$ cat src/rtl/mips_ctrl_pkg.sv
// Shared MIPS control constants: opcodes, funct codes and ID-stage controller states.
// Pure declarations; no latency or backpressure of its own.
package mips_ctrl_pkg;

    localparam logic [5:0] OP_RTYPE    = 6'h00;
    localparam logic [5:0] OP_SPECIAL2 = 6'h1C;
    localparam logic [5:0] OP_BEQ      = 6'h04;
    localparam logic [5:0] OP_BNE      = 6'h05;
    localparam logic [5:0] OP_ANDI     = 6'h0C;
    localparam logic [5:0] OP_ORI      = 6'h0D;
    localparam logic [5:0] OP_XORI     = 6'h0E;
    localparam logic [5:0] OP_SB       = 6'h28;
    localparam logic [5:0] OP_SH       = 6'h29;
    localparam logic [5:0] OP_SW       = 6'h2B;

    localparam logic [5:0] FUNCT_MUL   = 6'h02;

    typedef enum logic {
        ST_RUN      = 1'b0,
        ST_MUL_WAIT = 1'b1
    } ctrl_state_t;

    // Opcodes whose rt field is read rather than written.
    function automatic logic rt_is_src(input logic [5:0] op);
        case (op)
            OP_RTYPE, OP_SPECIAL2, OP_BEQ, OP_BNE,
            OP_SB, OP_SH, OP_SW: rt_is_src = 1'b1;
            default:             rt_is_src = 1'b0;
        endcase
    endfunction

endpackage

$ cat src/rtl/load_use_detect.sv
// Load-use hazard detect between the instruction in ID and a load in EX.
// Purely combinational, zero latency; no backpressure of its own.
module load_use_detect
    import mips_ctrl_pkg::*;
(
    input  logic [31:0] instr,
    input  logic        id_ex_mem_read,
    input  logic [4:0]  id_ex_rt,
    output logic        lu
);

    logic [5:0] op;
    logic [4:0] rs;
    logic [4:0] rt;
    logic       unused_low;

    assign op = instr[31:26];
    assign rs = instr[25:21];
    assign rt = instr[20:16];
    assign unused_low = ^instr[15:0];

    // $zero never carries a real dependency.
    assign lu = id_ex_mem_read && (id_ex_rt != 5'd0) &&
                ((id_ex_rt == rs) || (rt_is_src(op) && (id_ex_rt == rt)));

endmodule

$ cat src/rtl/hazard_stall_ctrl.sv
// ID-stage sequencing: load-use stall, MUL_WAIT bubbles, branch flush, imm-extend mode, stall counter.
// Control outputs are combinational from registered state plus same-cycle inputs (0 cycles).
// Stalls hold PC and IF/ID and bubble ID/EX; a taken branch overrides the hold and flushes IF/ID.
module hazard_stall_ctrl
    import mips_ctrl_pkg::*;
#(
    parameter int unsigned MUL_LATENCY = 4
)(
    input  logic        clk,
    input  logic        reset_n,
    input  logic [31:0] if_id_instr,
    input  logic        id_ex_mem_read,
    input  logic [4:0]  id_ex_rt,
    input  logic        ex_branch_taken,
    output logic        pc_write,
    output logic        if_id_write,
    output logic        if_id_flush,
    output logic        id_ex_bubble,
    output logic        ext_zero,
    output logic        mul_busy,
    output logic [15:0] stall_count
);

    localparam logic [3:0] CNT_INIT  = 4'(MUL_LATENCY - 1);
    localparam logic       MUL_MULTI = (MUL_LATENCY > 1);

    ctrl_state_t state, state_nxt;
    logic [3:0]  cnt, cnt_nxt;
    logic [5:0]  op;
    logic [5:0]  funct;
    logic        is_mul;
    logic        lu;
    logic        stall;

    assign op     = if_id_instr[31:26];
    assign funct  = if_id_instr[5:0];
    assign is_mul = (op == OP_SPECIAL2) && (funct == FUNCT_MUL);

    load_use_detect u_lu (
        .instr          (if_id_instr),
        .id_ex_mem_read (id_ex_mem_read),
        .id_ex_rt       (id_ex_rt),
        .lu             (lu)
    );

    always_comb begin
        state_nxt = state;
        cnt_nxt   = cnt;
        case (state)
            ST_RUN: begin
                if (is_mul && !lu && !ex_branch_taken && MUL_MULTI) begin
                    state_nxt = ST_MUL_WAIT;
                    cnt_nxt   = CNT_INIT;
                end
            end
            ST_MUL_WAIT: begin
                // A branch here should be impossible; if seen, freeze the wait.
                if (!ex_branch_taken) begin
                    cnt_nxt = cnt - 4'd1;
                    if (cnt == 4'd1) begin
                        state_nxt = ST_RUN;
                    end
                end
            end
            default: begin
                state_nxt = ST_RUN;
                cnt_nxt   = 4'd0;
            end
        endcase
    end

    always_ff @(posedge clk or negedge reset_n) begin
        if (!reset_n) begin
            state <= ST_RUN;
            cnt   <= 4'd0;
        end else begin
            state <= state_nxt;
            cnt   <= cnt_nxt;
        end
    end

    assign stall = (state == ST_MUL_WAIT) || (lu && (state == ST_RUN));

    // Reset holds the front end and feeds NOPs into EX.
    assign pc_write     = reset_n && (!stall || ex_branch_taken);
    assign if_id_write  = pc_write;
    assign if_id_flush  = reset_n && ex_branch_taken;
    assign id_ex_bubble = !reset_n || stall || ex_branch_taken;
    assign mul_busy     = (state == ST_MUL_WAIT);
    assign ext_zero     = (op == OP_ANDI) || (op == OP_ORI) || (op == OP_XORI);

    always_ff @(posedge clk or negedge reset_n) begin
        if (!reset_n) begin
            stall_count <= 16'd0;
        end else if (stall && !ex_branch_taken && (stall_count != 16'hFFFF)) begin
            stall_count <= stall_count + 16'd1;
        end
    end

endmodule
$ cat config.mk
export PLATFORM = sky130hd
export DESIGN_NAME = hazard_stall_ctrl
export DESIGN_NICKNAME = d
export VERILOG_FILES = /design/src/rtl/mips_ctrl_pkg.sv /design/src/rtl/load_use_detect.sv /design/src/rtl/hazard_stall_ctrl.sv
export SDC_FILE = /design/constraint.sdc
export NUM_CORES = 1
export LEC_CHECK = 0
export BUFFER_PORTS_ARGS = -buffer_cell sky130_fd_sc_hd__clkbuf_2
export CORE_AREA = 2 2 62 64
export CTS_CLUSTER_SIZE = 28
export DETAILED_ROUTE_END_ITERATION = 12
export DIE_AREA = 0 0 64 66
export MAX_ROUTING_LAYER = met4
export PLACE_DENSITY = 0.69
export SLEW_MARGIN = 20
export SYNTH_ARGS = -nofsm -noshare
export SYNTH_HDL_FRONTEND = slang
export SYNTH_SLANG_ARGS = --single-unit
$ cat constraint.sdc
create_clock -name clk -period 4.5 [get_ports clk]
set_clock_uncertainty 0.15 [all_clocks]
set_input_delay 0.9 -clock clk [delete_from_list [all_inputs] [get_ports clk]]
set_output_delay 0.9 -clock clk [all_outputs]
set_load 0.01 [all_outputs]
==> flow_metrics.env <==
export IMPL_avgSynthCellArea_um2=9.76
export IMPL_timing_final_hold_violations=0
export IMPL_status="completed"
export IMPL_grt_overflow=0
export IMPL_io_buffers=52
export IMPL_power_share_sequential_pct=55.6
export IMPL_grt_pass1_wl_um=5040
export IMPL_post_route_util_pct=48.4
export IMPL_start_kind="input port"
export IMPL_setup_tns_final_ps=0
export IMPL_synth_async_sr_flop_share_pct=100
export IMPL_p_sw_share_pct=28.4
export IMPL_cts_hold_buffers=0
export IMPL_rsz0062_at_grt="false"
export IMPL_synth_area_leaders="dfrtp_1 (38%), xor2_1 (8.8%), xnor2_1 (6.3%), nand2_1 (3.2%), nor2_1 (3.2%)"
export IMPL_yosysWarningCount=0
export IMPL_detail_route_first_pass_iterations=4
export IMPL_synth_cells=142
export IMPL_nets=241
export IMPL_num_io_pins=63
export IMPL_htree_num_levels=1
export IMPL_wl_um=2910
export IMPL_grt_pass1_vias=1147
export IMPL_grt_start_max_net_pins=25
export IMPL_finalMaxSlewViolations=0
export IMPL_root_buffer="clkbuf_4"
export IMPL_slowest_stage="or4_1"
export IMPL_ff_latch_area_um2=526
export IMPL_ir_worst_vdd_mv=0.0983
export IMPL_numCtsBuffers=3
export IMPL_period_needed_ps=3470
export IMPL_wl_per_cell_um=11.9
export IMPL_vias=1235
export IMPL_cts_path_max_buffers=2
export IMPL_p_comb_share_pct=19.5
export IMPL_fin_area_um2=1720
export IMPL_die_area_um2=4220
export IMPL_postCtsSetupBuffers=0
export IMPL_stdcell_count=244
export IMPL_yosysTopAreaCell="dfrtp_1"
export IMPL_slowest_delay_ps=530
export IMPL_synth_edf_count=0
export IMPL_crit_family="simple AND/OR/NAND/NOR gates"
export IMPL_p_switching_mw=0.106
export IMPL_hold_slack_ps=351
export IMPL_numClockSinks=21
export IMPL_cts_tree="yes"
export IMPL_finalWorstSetupSlack_ps=1030
export IMPL_synth_top_cell_area_share_pct=37.9
export IMPL_dp_cells=240
export IMPL_synth_seq_cells=21
export IMPL_rows=22
export IMPL_gp_congestion=0.774
export IMPL_critPathKind="input port to output port"
export IMPL_coreArea_um2=3550
export IMPL_setup_viol=0
export IMPL_clock_latency_ps=310
export IMPL_drcViolationCount=0
export IMPL_p_clk_share_pct=24.9
export IMPL_placed_area_um2=1690
export IMPL_fmax_mhz=289
export IMPL_ant_nets=0
export IMPL_worstPathRequired_ps=3450
export IMPL_tightestPinTransition_ps=579
export IMPL_ys_seq_area_share_pct=37.9
export IMPL_syn_to_final_growth_pct=23.9
export IMPL_antenna_found_initial=0
export IMPL_cp_end_kind="output port"
export IMPL_p_int_mw=0.267
export IMPL_cts_resized=0
export IMPL_insertedDiodeCount=0
export IMPL_powerDensity_nw_per_um2=217
export IMPL_start_util_pct=39.0
export IMPL_max_cap_violations=0
export IMPL_period_share_pct=77.0
export IMPL_final_layout_size_suffix_gt1_share_pct=35.2
export IMPL_multi_input_area_um2=822
export IMPL_arrival_ps=2420
export IMPL_synth_area_um2=1390
export IMPL_die_h_um=66
export IMPL_synth_distinct_cells=46
export IMPL_total_power_mw=0.373
export IMPL_drt_iter0_drc=23
export IMPL_p_leak_nw=0.883
export IMPL_cpMostUsedCell="clkbuf_2"
export IMPL_vias_per_cell=5.06
export IMPL_hpwlAfterDp_um=2290
export IMPL_slew_headroom_pct=61.4
export IMPL_place_ws_ps=1020
export IMPL_crit_path_max_fanout=5
export IMPL_path_cells="clkbuf_2 > or4_1 > o21ai_2 > o41ai_2 > a21oi_4 > and2_1 > clkbuf_2"
export IMPL_grt_usage_pct=15.2
export IMPL_hold_class="register to register"
export IMPL_fill_cells=362
export IMPL_ys_flop_type="dfrtp_1"
export IMPL_clk_pin_slew_ps=110
export IMPL_die_w_um=64
export IMPL_synth_fp_nets=186
export IMPL_critical_path_buf_inv_count=2
[power groups by stage]
stage          logic, mW  clock network (mW)  registers, mW
6_report          0.0728              0.0930          0.207
5_1_grt           0.0836               0.101          0.209
4_1_cts           0.0742              0.0969          0.207
3_5_place_dp      0.0738                   0          0.211
3_3_place_gp      0.0728                   0          0.211
2_1_floorplan     0.0358                   0          0.213
[synth_stat cells (2+ instances only)]
cell type  number
and3_1          3
xnor2_1        10
dfrtp_1        21
or4_1           2
nor4_1          3
inv_1           4
nor4b_1         2
ha_1            3
o21ai_0         2
xor2_1         14
nand2b_1        2
and2_1          3
nand4_1         5
nor2_1         12
nand2_1        12
nand3_1         7
mux2_4          2
nor3_1          6
nor3b_1         2
[logic make-up (layout without fill, tap and decap cells)]
logic type | after synthesis | after routing | share of synthesized area [%]
multiplexers | 3 | 3 | 2.98
XOR/XNOR | 24 | 24 | 15.2
AO/OA/AOI/OAI | 14 | 14 | 9.30
AND/OR/NAND/NOR | 70 | 70 | 29.2
buffers and inverters | 7 | 61 | 2.80
flip-flops | 21 | 21 | 37.9
adder cells (fa/ha/maj) | 3 | 3 | 2.71
[cell type report]
type | count | share of cell area [%]
multi-input cells | 114 | 47.9
repair buffers | 53 | 15.6
clock buffers | 3 | 1.31
well taps | 48 | 3.50
inverters | 4 | 0.874
flip-flops and latches | 21 | 30.6
clock inverters | 1 | 0.291
[registers in the layout, indices dropped and copies added (netlist names)]
name,cells
stall_count,16
mul_busy,1
cnt,4
[layer usage]
layer  routed length, µm  global-route usage [%]  vias to the layer above
met5                   0                       -                        -
met4                  25                    4.89                        0
met3                 106                    1.70                        2
met2                1290                    22.7                       29
met1                1490                    21.5                      585
li1                    -                       -                      619
[worst register-to-register path: stages (launching register included)]
cell and delay, ps:
dfrtp_1 420, ha_1 180, nand2_1 140, nor4_1 370, and2_1 370, nand2b_1 250, nor4_1 90, xor2_1 140
[path summary, 6_finish.rpt]
| kind | from | endpoint | slack [ps] | cells past startpoint |
|---|---|---|---|---|
| max in group asynchronous | reset_n | stall_count[5]$_DFFE_PN0P_ | 3400 | 1 |
| min in group asynchronous | reset_n | stall_count[12]$_DFFE_PN0P_ | 410 | 1 |
| setup reg to reg | stall_count[0]$_DFFE_PN0P_ | stall_count[15]$_DFFE_PN0P_ | 2260 | 7 |
| setup / recovery | id_ex_rt[1] | if_id_write | 1030 | 7 |
| hold reg to reg | stall_count[5]$_DFFE_PN0P_ | stall_count[5]$_DFFE_PN0P_ | 350 | 1 |
| hold / removal | stall_count[5]$_DFFE_PN0P_ | stall_count[5]$_DFFE_PN0P_ | 350 | 1 |
[placed cells by master (no fill, tap or decap), drive strengths merged, types with 2 or more instances in the layout]
cell type	instances
clkbuf	55
dfrtp	21
xor2	14
nor2	13
nand2	12
xnor2	10
nand3	7
nor3	7
nand4	5
inv	4
nor4	4
and2	3
and3	3
ha	3
o21ai	3
mux2	3
or4	2
nand2b	2
nor4b	2
nor3b	2
a21oi	2
Note: power is estimated with default switching activity, not from simulation.
